`config.mk`:
```
export PLATFORM = sky130hd
export DESIGN_NAME = msrr8_rot_ctrl
export DESIGN_NICKNAME = d
export VERILOG_FILES = /design/src/rtl/msrr8_rot_ctrl.sv
export SDC_FILE = /design/constraint.sdc
export NUM_CORES = 1
export LEC_CHECK = 0
export ABC_CLOCK_PERIOD_IN_PS = 2300
export CORE_ASPECT_RATIO = 1.4
export CORE_MARGIN = 2
export CORE_UTILIZATION = 49
export DETAILED_ROUTE_END_ITERATION = 7
export GPL_ROUTABILITY_DRIVEN = 0
export PLACE_DENSITY = 0.77
export SYNTH_ARGS = -nofsm -noshare
export SYNTH_HDL_FRONTEND = slang
export SYNTH_SLANG_ARGS = --single-unit
```
`constraint.sdc`:
```
create_clock -name clc -period 2.3 [get_ports clc]
set_clock_uncertainty 0.15 [all_clocks]
set_input_delay 0.23 -clock clc [delete_from_list [all_inputs] [get_ports clc]]
set_output_delay 0.23 -clock clc [all_outputs]
set_load 0.05 [all_outputs]
```
`src/rtl/msrr8_rot_ctrl.sv`:
```
// msrr8_rot_ctrl
// Sequencing controller for the 8-bit multi-mode shift/rotate register.
// Accepts a byte and a rotate amount, shifts the byte into the register
// LSB first (mode 11), rotates it right by the amount, then pulses done.
//
// Optional feature macro: MSRR8_ROT_FAST_EN
//   defined   -> ROT uses mode 10 (rotate by 2) while at least 2 steps
//                remain, finishing with one mode 01 if the amount is odd.
//   undefined -> ROT uses only mode 01, one step per cycle.
//
// Handshake: start is a level request sampled only in IDLE; the rising
// edge that sees start=1 in IDLE accepts the operation and latches
// data_in/rot_amt. There is no ready output; busy/done report progress.
// All outputs are decoded from registered state only, so the async reset
// forces the idle output values immediately.
module msrr8_rot_ctrl (
    input  logic       clc,
    input  logic       R,
    input  logic       start,
    input  logic [7:0] data_in,
    input  logic [2:0] rot_amt,
    output logic [1:0] mode,
    output logic       ser_out,
    output logic       busy,
    output logic       done,
    output logic [1:0] dbg_state
);

    typedef enum logic [1:0] {
        S_IDLE = 2'd0,
        S_LOAD = 2'd1,
        S_ROT  = 2'd2,
        S_DONE = 2'd3
    } state_t;

    localparam logic [1:0] MODE_HOLD = 2'b00;
    localparam logic [1:0] MODE_ROR1 = 2'b01;
    localparam logic [1:0] MODE_ROR2 = 2'b10;
    localparam logic [1:0] MODE_SHR  = 2'b11;

    state_t     state;
    state_t     state_nxt;
    logic [2:0] cnt;
    logic [7:0] data_q;
    logic [2:0] rem_q;
    logic [2:0] rot_step;
    logic       rot_last;

    // Rotate step size for the current ROT cycle and whether it finishes.
    always_comb begin
`ifdef MSRR8_ROT_FAST_EN
        rot_step = (rem_q >= 3'd2) ? 3'd2 : 3'd1;
`else
        rot_step = 3'd1;
`endif
        rot_last = (rem_q == rot_step);
    end

    // State register with asynchronous active-low reset.
    always_ff @(posedge clc or negedge R) begin
        if (!R) begin
            state <= S_IDLE;
        end else begin
            state <= state_nxt;
        end
    end

    // Next-state decode.
    always_comb begin
        state_nxt = state;
        case (state)
            S_IDLE: if (start) state_nxt = S_LOAD;
            S_LOAD: begin
                if (cnt == 3'd7) begin
                    state_nxt = (rem_q != 3'd0) ? S_ROT : S_DONE;
                end
            end
            S_ROT:  if (rot_last) state_nxt = S_DONE;
            S_DONE: state_nxt = S_IDLE;
            default: state_nxt = S_IDLE;
        endcase
    end

    // Latches and step counter; the counter wraps 7->0 leaving LOAD.
    always_ff @(posedge clc or negedge R) begin
        if (!R) begin
            cnt    <= 3'd0;
            data_q <= 8'd0;
            rem_q  <= 3'd0;
        end else begin
            case (state)
                S_IDLE: begin
                    if (start) begin
                        data_q <= data_in;
                        rem_q  <= rot_amt;
                        cnt    <= 3'd0;
                    end
                end
                S_LOAD:  cnt   <= cnt + 3'd1;
                S_ROT:   rem_q <= rem_q - rot_step;
                default: ;
            endcase
        end
    end

    // Output decode from registered state, counter and latches only.
    always_comb begin
        mode      = MODE_HOLD;
        ser_out   = 1'b0;
        busy      = 1'b0;
        done      = 1'b0;
        dbg_state = state;
        case (state)
            S_LOAD: begin
                mode    = MODE_SHR;
                ser_out = data_q[cnt];
                busy    = 1'b1;
            end
            S_ROT: begin
                mode = (rot_step == 3'd2) ? MODE_ROR2 : MODE_ROR1;
                busy = 1'b1;
            end
            S_DONE:  done = 1'b1;
            default: ;
        endcase
    end

endmodule
```
==> flow_summary.json <==
{
  "synth-async-reset-ratio_pct": 100,
  "dieArea_um2": 2380,
  "die-height_um": 56.9,
  "finish.net_count": 131,
  "unrepaired_setup_endpoints_after_global_routing": "false",
  "grt_pass1_vias": 713,
  "dieWidth_um": 41.8,
  "worstReg2RegStart": "dbg_state[0]$_DFFE_PN0P_",
  "crit_fanout": 6,
  "timing.critical_path.from_type": "flip-flop",
  "clock_latency_of_the_later_clocked_register_in_the_worst_skew_pair_ns": 0.27,
  "synth_largest_area_cell": "sky130_fd_sc_hd__dfrtp_1",
  "root_buffer": "sky130_fd_sc_hd__clkbuf_4",
  "worst_pin_slew_ns": 0.673,
  "top_area_cell_type_share_of_the_netlist_area_pct": 40.9,
  "synth_cell_types": 32,
  "ys_seq_elements": 16,
  "final_layout_size_suffix_gt1_share_pct": 22.6,
  "fin_setup_tns_ns": 0,
  "via_count": 704,
  "max-cap-violations": 0,
  "number_of_setup_violations_in_the_final_report": 0,
  "holdCritPathClass": "primary input to asynchronous set/reset pin",
  "insertedDiodeCount": 0,
  "detailedRoute.firstIterationViolations": 7,
  "power_per_cell_area_nw_per_um2": 1570,
  "netlist_instances": 84,
  "syn-num-nets": 108,
  "post_cts_resized": 0,
  "boundaryPins": 21,
  "reg2reg_setup_slack_ns": 0.31,
  "yosysSeqAreaShare_pct": 40.9,
  "final_min_period_over_clock_period_pct": 90.7,
  "p_leak_nw": 0.557,
  "grt.overflow.total": 0,
  "antenna_found_initial": 0,
  "synth_flop_cell": "sky130_fd_sc_hd__dfrtp_1",
  "finalHoldViolations": 0,
  "hpwlAfterDp_um": 1480,
  "grt_first_pass_wirelength_um": 3190,
  "yosys.cell_count.top_type": "sky130_fd_sc_hd__dfrtp_1",
  "grt_use_total_pct": 17.2,
  "coreArea_um2": 1930,
  "count_of_flip_flops_with_a_built_in_enable_after_synthesis": 0,
  "worst-endpoint-arrival_ns": 1.71,
  "place.port_buffers": 20,
  "status": "complete, no violations",
  "post_dr_wirelength_cell_um": 14.3,
  "ctsHtreeMaxLevel": 1,
  "clk_pin_slew_ns": 0.09,
  "netlist_top_cells_area": "sky130_fd_sc_hd__dfrtp_1 (41%), sky130_fd_sc_hd__ha_1 (13%), sky130_fd_sc_hd__mux2_2 (10%), sky130_fd_sc_hd__a2111oi_4 (2.8%), sky130_fd_sc_hd__mux4_1 (2.7%)",
  "required_time_at_the_endpoint_of_the_critical_path_ns": 1.92,
  "post-cts-setup-buffer-count": 0,
  "synth_common_cells": "sky130_fd_sc_hd__dfrtp_1 (16), sky130_fd_sc_hd__ha_1 (10), sky130_fd_sc_hd__mux2_2 (9), sky130_fd_sc_hd__inv_1 (6), sky130_fd_sc_hd__nand2_1 (6)",
  "synthesis.area_per_instance_um2": 11.6,
  "clock_tree_from_tritoncts": "done",
  "maximum_number_of_pins_on_one_net_before_global_route_repair": 17,
  "highest_achievable_clock_rate_mhz": 479,
  "report.final.slew_viol_count": 0,
  "clock_sinks": 16,
  "n_fill_cell": 149,
  "max-clock-path-buffers": 2,
  "final.min_clock_period_ns": 2.09,
  "cp_class": "flip-flop to output port",
  "post_synth_instance_area_um2": 978,
  "final-instance-count-excl-fill": 127,
  "worstRegToRegCells": 5,
  "drcViolationCount": 0,
  "via_per_inst": 5.54,
  "wirelength_um": 1810,
  "residual_antenna_violating_net_count_after_detailed_routing": 0,
  "rows": 19,
  "critical_path.endpoint_type": "output port",
  "yosys_warnings": 0,
  "cts_hold_buf": 0,
  "area_growth_pct": 26.2,
  "drt_pre_antenna_iters": 4,
  "timing.max_slew.rel_slack_pct": 55.0,
  "cts_made_buffers": 3,
  "placed_cells_incl_taps": 123,
  "effective_utilization_at_floorplan_pct": 50.8,
  "critical_path.reg2reg.endpoint": "dbg_state[1]$_DFFE_PN0P_",
  "vdd.ir_drop.worst_mv": 0.850
}
-- cells by family after synthesis --
logic type,synth area share [%]
AOI/OAI and AO/OA,13.6
adders and majority gates,12.8
buffers and inverters,3.84
DFF,40.9
muxes,16.2
and+or+nand+nor,12.7
-- layout by cell type, fill, tap and decap left out, types with 2 or more instances in the layout --
| master | instances |
|---|---|
| sky130_fd_sc_hd__dfrtp_1 | 16 |
| sky130_fd_sc_hd__mux2_2 | 9 |
| sky130_fd_sc_hd__o211ai_1 | 2 |
| sky130_fd_sc_hd__nor2_1 | 4 |
| sky130_fd_sc_hd__nand3_1 | 2 |
| sky130_fd_sc_hd__nand2_1 | 6 |
| sky130_fd_sc_hd__nand2b_1 | 2 |
| sky130_fd_sc_hd__o21ai_0 | 2 |
| sky130_fd_sc_hd__buf_4 | 3 |
| sky130_fd_sc_hd__mux2i_1 | 2 |
| sky130_fd_sc_hd__clkdlybuf4s50_1 | 16 |
| sky130_fd_sc_hd__clkbuf_4 | 3 |
| sky130_fd_sc_hd__inv_1 | 6 |
| sky130_fd_sc_hd__a21oi_1 | 2 |
| sky130_fd_sc_hd__ha_1 | 10 |
-- layer usage --
layer,track usage [%],part of all wire (%),vias to the layer above
met5,0,0,-
met3,1.29,2.9,2
met4,5.53,0.72,0
met2,31.7,55,15
met1,20.5,41,342
li1,-,-,345
-- worst max-delay path: stages, from the launching register on --
cell	delay [ns]
sky130_fd_sc_hd__dfrtp_1	0.45
sky130_fd_sc_hd__ha_1	0.18
sky130_fd_sc_hd__clkdlybuf4s50_1	0.80
-- registers in the layout (all words and copies together) (netlist names) --
signal / cells
data_q: 8
cnt: 3
rem_q: 3
dbg_state: 2
-- worst max path at each step --
stage,start,to,slack [ns],cells past startpoint
floorplan,dbg_state[1]$_DFFE_PN0P_,dbg_state[0]$_DFFE_PN0P_,0.09,5
global placement,dbg_state[0]$_DFFE_PN0P_,dbg_state[1]$_DFFE_PN0P_,0.39,5
detailed placement,dbg_state[0]$_DFFE_PN0P_,dbg_state[1]$_DFFE_PN0P_,0.32,5
CTS,dbg_state[0]$_DFFE_PN0P_,done,0.19,2
global route,cnt[1]$_DFFE_PN0P_,ser_out,0.15,4
finish,dbg_state[0]$_DFFE_PN0P_,done,0.21,2
-- where the power goes --
| part | total [mW] | internal, mW | switching [mW] | leakage (nW) |
|---|---|---|---|---|
| registers | 0.555 | 0.426 | 0.129 | 0.195 |
| clock network | 0.181 | 0.0961 | 0.0847 | 0.0210 |
| logic | 1.21 | 0.522 | 0.684 | 0.341 |
-- cell type report --
cell class	count	area, µm²	area share (%)
multi-input combinational	60	547	44.3
sequential	16	400	32.4
timing repair buffer	20	203	16.4
clock buffer	4	36.3	2.94
tap	21	26.3	2.13
inverter	6	22.5	1.82
-- stage by stage --
stage	power (mW)	worst slack, ns	hold slack (ns)	instance area (µm²)	utilization (%)
2_1_floorplan	1.48	0.0893	-0.216	985	-
3_3_place_gp	1.74	0.389	0.331	1200	62.2
3_5_place_dp	1.78	0.324	0.346	1200	62.2
4_1_cts	1.96	0.193	0.230	1230	64.1
5_1_grt	2.08	0.148	0.248	1230	64.1
6_report	1.94	0.213	0.205	1230	64.1
Power figures use the tool's default switching activity.
